File: src/rtl/dap_arbiter_n.sv
// Debug-access-port arbiter and capture stage.
// Selects one of NCH debug buses and registers its word onto DCP with the
// winning index on SEL. The word is offered to the consumer over a
// valid/ready handshake. Arbitration is either fixed priority or
// round-robin. An optional channel lock keeps the grant on one channel,
// but only for a bounded number of consecutive beats.
module dap_arbiter_n #(
  parameter int NCH      = 4,
  parameter int DW       = 32,
  parameter int SELW     = 2,
  parameter int MAX_HOLD = 8
) (
  input  logic              clk,
  input  logic              MRST,
  input  logic [NCH-1:0]    req,
  input  logic [NCH*DW-1:0] DB,
  input  logic              mode,
  input  logic              lock,
  output logic [DW-1:0]     DCP,
  output logic [SELW-1:0]   SEL,
  output logic              dcp_valid,
  input  logic              dcp_ready,
  output logic [NCH-1:0]    grant
);

  typedef enum logic {
    IDLE  = 1'b0,
    SERVE = 1'b1
  } state_t;

  localparam logic [7:0] MaxHold = 8'(MAX_HOLD);

  state_t          state_q, state_d;
  logic [DW-1:0]   dcp_q, dcp_d;
  logic [SELW-1:0] sel_q, sel_d;
  logic [SELW-1:0] ptr_q, ptr_d;
  logic [7:0]      hold_q, hold_d;

  logic [SELW:0]   pick;
  logic [SELW-1:0] nextPtr;
  logic [SELW-1:0] rrBase;
  logic [NCH-1:0]  others;
  logic [NCH-1:0]  arbMask;

  // Returns {found, index}. In round-robin mode the scan starts at ptr and
  // wraps past NCH-1 back to 0; otherwise the lowest set index wins.
  function automatic logic [SELW:0] arbPick(input logic [NCH-1:0] mask,
                                            input logic rr,
                                            input logic [SELW-1:0] ptr);
    logic            found;
    logic [SELW-1:0] win;
    int              idx;
    found = 1'b0;
    win   = '0;
    for (int k = 0; k < NCH; k++) begin
      idx = rr ? ((int'(ptr) + k) % NCH) : k;
      if (!found && mask[idx]) begin
        found = 1'b1;
        win   = SELW'(idx);
      end
    end
    return {found, win};
  endfunction

  // Next-state logic: arbitration on entry from IDLE and on every completed
  // transfer, with lock recapture taking precedence while the budget lasts.
  always_comb begin
    state_d = state_q;
    dcp_d   = dcp_q;
    sel_d   = sel_q;
    ptr_d   = ptr_q;
    hold_d  = hold_q;
    pick    = '0;
    rrBase  = ptr_q;
    nextPtr = (sel_q == SELW'(NCH - 1)) ? '0 : sel_q + 1'b1;
    others  = req & ~(NCH'(1) << sel_q);
    arbMask = req;

    case (state_q)
      IDLE: begin
        pick = arbPick(req, mode, ptr_q);
        if (pick[SELW]) begin
          sel_d   = pick[SELW-1:0];
          dcp_d   = DB[int'(pick[SELW-1:0])*DW +: DW];
          hold_d  = 8'd1;
          state_d = SERVE;
        end
      end
      SERVE: begin
        if (dcp_ready) begin
          if (lock && req[sel_q] && (hold_q < MaxHold)) begin
            dcp_d  = DB[int'(sel_q)*DW +: DW];
            hold_d = hold_q + 8'd1;
          end else begin
            if (mode) begin
              ptr_d  = nextPtr;
              rrBase = nextPtr;
            end
            if ((hold_q >= MaxHold) && (|others)) begin
              arbMask = others;
            end
            pick = arbPick(arbMask, mode, rrBase);
            if (pick[SELW]) begin
              sel_d  = pick[SELW-1:0];
              dcp_d  = DB[int'(pick[SELW-1:0])*DW +: DW];
              hold_d = 8'd1;
            end else begin
              state_d = IDLE;
            end
          end
        end
      end
      default: state_d = IDLE;
    endcase
  end

  // State and capture registers with synchronous active-low reset.
  always_ff @(posedge clk) begin
    if (!MRST) begin
      state_q <= IDLE;
      dcp_q   <= '0;
      sel_q   <= '0;
      ptr_q   <= '0;
      hold_q  <= '0;
    end else begin
      state_q <= state_d;
      dcp_q   <= dcp_d;
      sel_q   <= sel_d;
      ptr_q   <= ptr_d;
      hold_q  <= hold_d;
    end
  end

  assign DCP       = dcp_q;
  assign SEL       = sel_q;
  assign dcp_valid = (state_q == SERVE);
  assign grant     = (state_q == SERVE) ? (NCH'(1) << sel_q) : '0;

endmodule

File: config.mk
export PLATFORM = sky130hd
export DESIGN_NAME = dap_arbiter_n
export DESIGN_NICKNAME = d
export VERILOG_FILES = /design/src/rtl/dap_arbiter_n.sv
export SDC_FILE = /design/constraint.sdc
export NUM_CORES = 1
export LEC_CHECK = 0
export ABC_CLOCK_PERIOD_IN_PS = 3460
export BUFFER_PORTS_ARGS = -buffer_cell sky130_fd_sc_hd__buf_4
export CORE_ASPECT_RATIO = 1.2
export CORE_MARGIN = 1.5
export CORE_UTILIZATION = 35
export CTS_CLUSTER_DIAMETER = 150
export DETAILED_ROUTE_END_ITERATION = 8
export PLACE_DENSITY = 0.67
export SYNTH_ARGS = -nofsm -noshare
export SYNTH_HDL_FRONTEND = slang
export SYNTH_SLANG_ARGS = --single-unit
File: constraint.sdc
create_clock -name clk -period 3.46 [get_ports clk]
set_input_delay 0.346 -clock clk [delete_from_list [all_inputs] [get_ports clk]]
set_output_delay 0.346 -clock clk [all_outputs]
set_load 0.01 [all_outputs]
==> results.json <==
{
  "area_growth_pct": 51.3,
  "tritoncts": "yes",
  "skew_ps": 7.52,
  "period_needed_ps": 3290,
  "cp.required_ps": 3660,
  "die_y_um": 110,
  "path_class": "flop to flop",
  "core_area_um2": 9180,
  "path_cells": "inv_1 -> ha_2 -> nor2b_4 -> or4_4 -> a311oi_2 -> nor3_1 -> a211o_1 -> o211a_1 -> a311o_2 -> buf_12 -> o311ai_1",
  "synth-edff-count": 0,
  "initial_utilization": 0.366,
  "syn_avg_cell_area_um2": 8.37,
  "grt_start_max_net_pins": 42,
  "insertion_delay_ps": 300,
  "max_cap_viol_count": 0,
  "syn_area_um2": 3350,
  "worst_slew_pin_slew_ps": 520,
  "detail-route-antenna-nets": 0,
  "postSynthRegisterBits": 45,
  "status": "finished clean",
  "critical_path_buf_inv_count": 2,
  "place.gp.congestion": 0.914,
  "grt_pass1_vias": 3702,
  "synth.distinct_cells": 56,
  "timing.critical_path.to_type": "flop",
  "synth_nets": 544,
  "crit_path_start_kind": "flop",
  "cts_hold_buffers": 0,
  "io-pin-count": 176,
  "gate_count_of_the_mapped_netlist": 401,
  "clk_pin_slew_ps": 90,
  "finalMaxSlewViolations": 0,
  "total_leakage_power_uw": 0.00226,
  "worstSetupPathDepth": 11,
  "worstRegToRegCells": 11,
  "cts_made_buffers": 5,
  "report.final.hold_viol_count": 0,
  "gr-usage-all-layers": 0.221,
  "slew_headroom": 0.653,
  "vias_per_cell": 5.62,
  "first_pass_grt_wire_length_mm": 17.9,
  "hold_path_depth": 3,
  "max_freq_ghz": 0.304,
  "post_dp_cell_area_um2": 4890,
  "rows": 38,
  "worst_ep_arrival_time_ps": 3500,
  "routed_len_inst_um": 16.7,
  "floorplan_die_area_um2": 10200,
  "numClockSinks": 45,
  "tightest_hold_check_type": "input port to flop",
  "drt_iter0_markers": 130,
  "vdd_drop_max_uv": 223,
  "design.final.nets": 712,
  "ys_seq_area_frac": 0.269,
  "final_setup_violation_count": 0,
  "die_w_um": 92.4,
  "path_delay_family": "compound AO/OA/AOI/OAI gates",
  "drc_errors": 0,
  "yosys_warnings": 0,
  "layout_worst_path_cycle_share": 0.952,
  "dp.final_hpwl_mm": 8.73,
  "ratio_of_cells_with_drive_above_1_in_the_final_layout": 0.405,
  "stdcell_area_um2": 5080,
  "antenna_violations_before_repair": 0,
  "drtPass1Iterations": 4,
  "ys_async_sr_fraction": 0,
  "io_buffer_count": 175,
  "antenna_cells_inserted": 0,
  "cpPeakStageDelay_ps": 580,
  "slowest_stage": "sky130_fd_sc_hd__or4_4",
  "power_per_cell_area_nw_per_um2": 380,
  "totalPowerFinal_uw": 1930,
  "max_clock_buf_depth": 2,
  "number_of_vias_in_the_routed_layout": 3876,
  "utilization": 0.553,
  "ys_dominant_reg_cell": "sky130_fd_sc_hd__dfxtp_1",
  "total_routed_length_mm": 11.5,
  "cts_root_buffer": "sky130_fd_sc_hd__clkbuf_8",
  "worst_hold_slack_ps": 343,
  "crit_fanout": 34,
  "cts.htree.levels": 2,
  "grt_remaining_overflow": 0
}
-- kinds of logic after synthesis --
family | count (synthesis) | share of synthesized area
AOI/OAI and AO/OA | 119 | 0.288
xor gates and xnor gates | 5 | 0.0131
adders and majority gates | 6 | 0.0224
buffers and inverters | 53 | 0.0742
DFF | 45 | 0.269
muxes | 34 | 0.106
and+or+nand+nor | 139 | 0.228
-- metrics by stage --
step	setup WS, ps	instances	setup TNS, ps
after floorplan	122	401	0
after global placement	21.7	677	0
after detailed placement	57.8	677	0
after CTS	51.6	685	0
after global routing	-2.19	690	-2.19
final	168	690	0
-- flip-flops by register name, indices dropped and copies added, names as in the netlist --
| register | cells |
|---|---|
| DCP | 32 |
| SEL | 2 |
| ptr_q | 2 |
| hold_q | 8 |
| dcp_valid | 1 |
-- worst min-delay path: stages --
cell                        delay (ps)
sky130_fd_sc_hd__buf_4              70
sky130_fd_sc_hd__o2111ai_1         110
sky130_fd_sc_hd__o311ai_1           90
-- layer usage --
metal  GRT usage  wire length, µm  vias to the layer above
met3      0.0487              770                       19
li1            -                -                     1907
met4      0.0857              279                        0
met5           0                0                        -
met1       0.262             4620                     1799
met2       0.389             5860                      151
-- final timing paths --
kind / startpoint / to / slack [ps]
max reg2reg: SEL[0]$_SDFFE_PN0P_ / DCP[8]$_SDFFE_PN0P_ / 170
min: DB[92] / DCP[28]$_SDFFE_PN0P_ / 340
max: SEL[0]$_SDFFE_PN0P_ / DCP[8]$_SDFFE_PN0P_ / 170
min reg2reg: DCP[16]$_SDFFE_PN0P_ / DCP[16]$_SDFFE_PN0P_ / 490
-- where the power goes --
part	total, µW	leakage (µW)	internal [µW]	switching [µW]
sequential	649	0.000372	596	52.6
clock	414	0.0000585	236	178
combinational	866	0.00183	444	423
total	1930	0.00226	1280	653
-- layout by cell type (no fill, tap or decap), types with 3 or more instances in the layout --
| master | netlist | routed |
|---|---|---|
| sky130_fd_sc_hd__a211o_1 | 3 | 3 |
| sky130_fd_sc_hd__a21oi_1 | 13 | 13 |
| sky130_fd_sc_hd__a31oi_1 | 4 | 3 |
| sky130_fd_sc_hd__and2_1 | 6 | 6 |
| sky130_fd_sc_hd__and3_1 | 6 | 6 |
| sky130_fd_sc_hd__buf_12 | 0 | 7 |
| sky130_fd_sc_hd__buf_4 | 0 | 195 |
| sky130_fd_sc_hd__clkbuf_8 | 0 | 6 |
| sky130_fd_sc_hd__dfxtp_1 | 45 | 43 |
| sky130_fd_sc_hd__ha_1 | 6 | 5 |
| sky130_fd_sc_hd__inv_1 | 11 | 11 |
| sky130_fd_sc_hd__mux2i_1 | 32 | 32 |
| sky130_fd_sc_hd__nand2_1 | 15 | 15 |
| sky130_fd_sc_hd__nand2b_1 | 34 | 34 |
| sky130_fd_sc_hd__nand3_1 | 37 | 37 |
| sky130_fd_sc_hd__nand4_1 | 3 | 3 |
| sky130_fd_sc_hd__nor2_1 | 16 | 16 |
| sky130_fd_sc_hd__nor2b_1 | 6 | 6 |
| sky130_fd_sc_hd__nor3_1 | 5 | 5 |
| sky130_fd_sc_hd__o2111ai_1 | 32 | 32 |
| sky130_fd_sc_hd__o21ai_0 | 7 | 7 |
| sky130_fd_sc_hd__o311ai_1 | 29 | 29 |
| sky130_fd_sc_hd__o311ai_2 | 3 | 3 |
| sky130_fd_sc_hd__xor2_1 | 3 | 3 |
-- timing repair --
action,in CTS,in global routing
endpoints found under the hold margin,0,0
resized for setup,0,10
endpoints found under the setup margin,0,32
setup buffers,0,5
-- area by class of cell --
class | instances | area [µm²]
fillers | 889 | 4100
multi-input cells | 303 | 2250
repair buffers | 203 | 1620
flip-flops and latches | 45 | 903
well taps | 120 | 150
clock buffers | 7 | 86.3
inverters | 11 | 41.3
clock inverters | 1 | 30.0
-- cells in the mapped netlist, types with 2 or more instances --
master                       n  area (µm²)
sky130_fd_sc_hd__dfxtp_1    45         901
sky130_fd_sc_hd__nand3_1    37         185
sky130_fd_sc_hd__nand2b_1   34         213
sky130_fd_sc_hd__mux2i_1    32         320
sky130_fd_sc_hd__o2111ai_1  32         280
sky130_fd_sc_hd__o311ai_1   29         254
sky130_fd_sc_hd__clkbuf_1   27         101
sky130_fd_sc_hd__nor2_1     16        60.1
sky130_fd_sc_hd__nand2_1    15        56.3
sky130_fd_sc_hd__a21oi_1    13        65.1
sky130_fd_sc_hd__inv_1      11        41.3
sky130_fd_sc_hd__buf_2      10        50.1
sky130_fd_sc_hd__o21ai_0     7        35.0
sky130_fd_sc_hd__and2_1      6        37.5
sky130_fd_sc_hd__and3_1      6        37.5
sky130_fd_sc_hd__ha_1        6        75.1
sky130_fd_sc_hd__nor2b_1     6        37.5
sky130_fd_sc_hd__buf_6       5        56.3
sky130_fd_sc_hd__nor3_1      5        25.0
sky130_fd_sc_hd__a31oi_1     4        25.0
sky130_fd_sc_hd__a211o_1     3        26.3
sky130_fd_sc_hd__a211oi_1    3        22.5
sky130_fd_sc_hd__nand4_1     3        18.8
sky130_fd_sc_hd__o311ai_2    3        48.8
sky130_fd_sc_hd__xor2_1      3        26.3
sky130_fd_sc_hd__a2111oi_0   2        17.5
sky130_fd_sc_hd__a311oi_1    2        17.5
sky130_fd_sc_hd__a41oi_1     2        17.5
sky130_fd_sc_hd__nand4b_1    2        17.5
sky130_fd_sc_hd__nor3b_1     2        15.0
sky130_fd_sc_hd__o21ai_1     2        10.0
sky130_fd_sc_hd__o221a_2     2        22.5
sky130_fd_sc_hd__o31ai_1     2        15.0
sky130_fd_sc_hd__xnor2_1     2        17.5
Power figures use the tool's default switching activity.
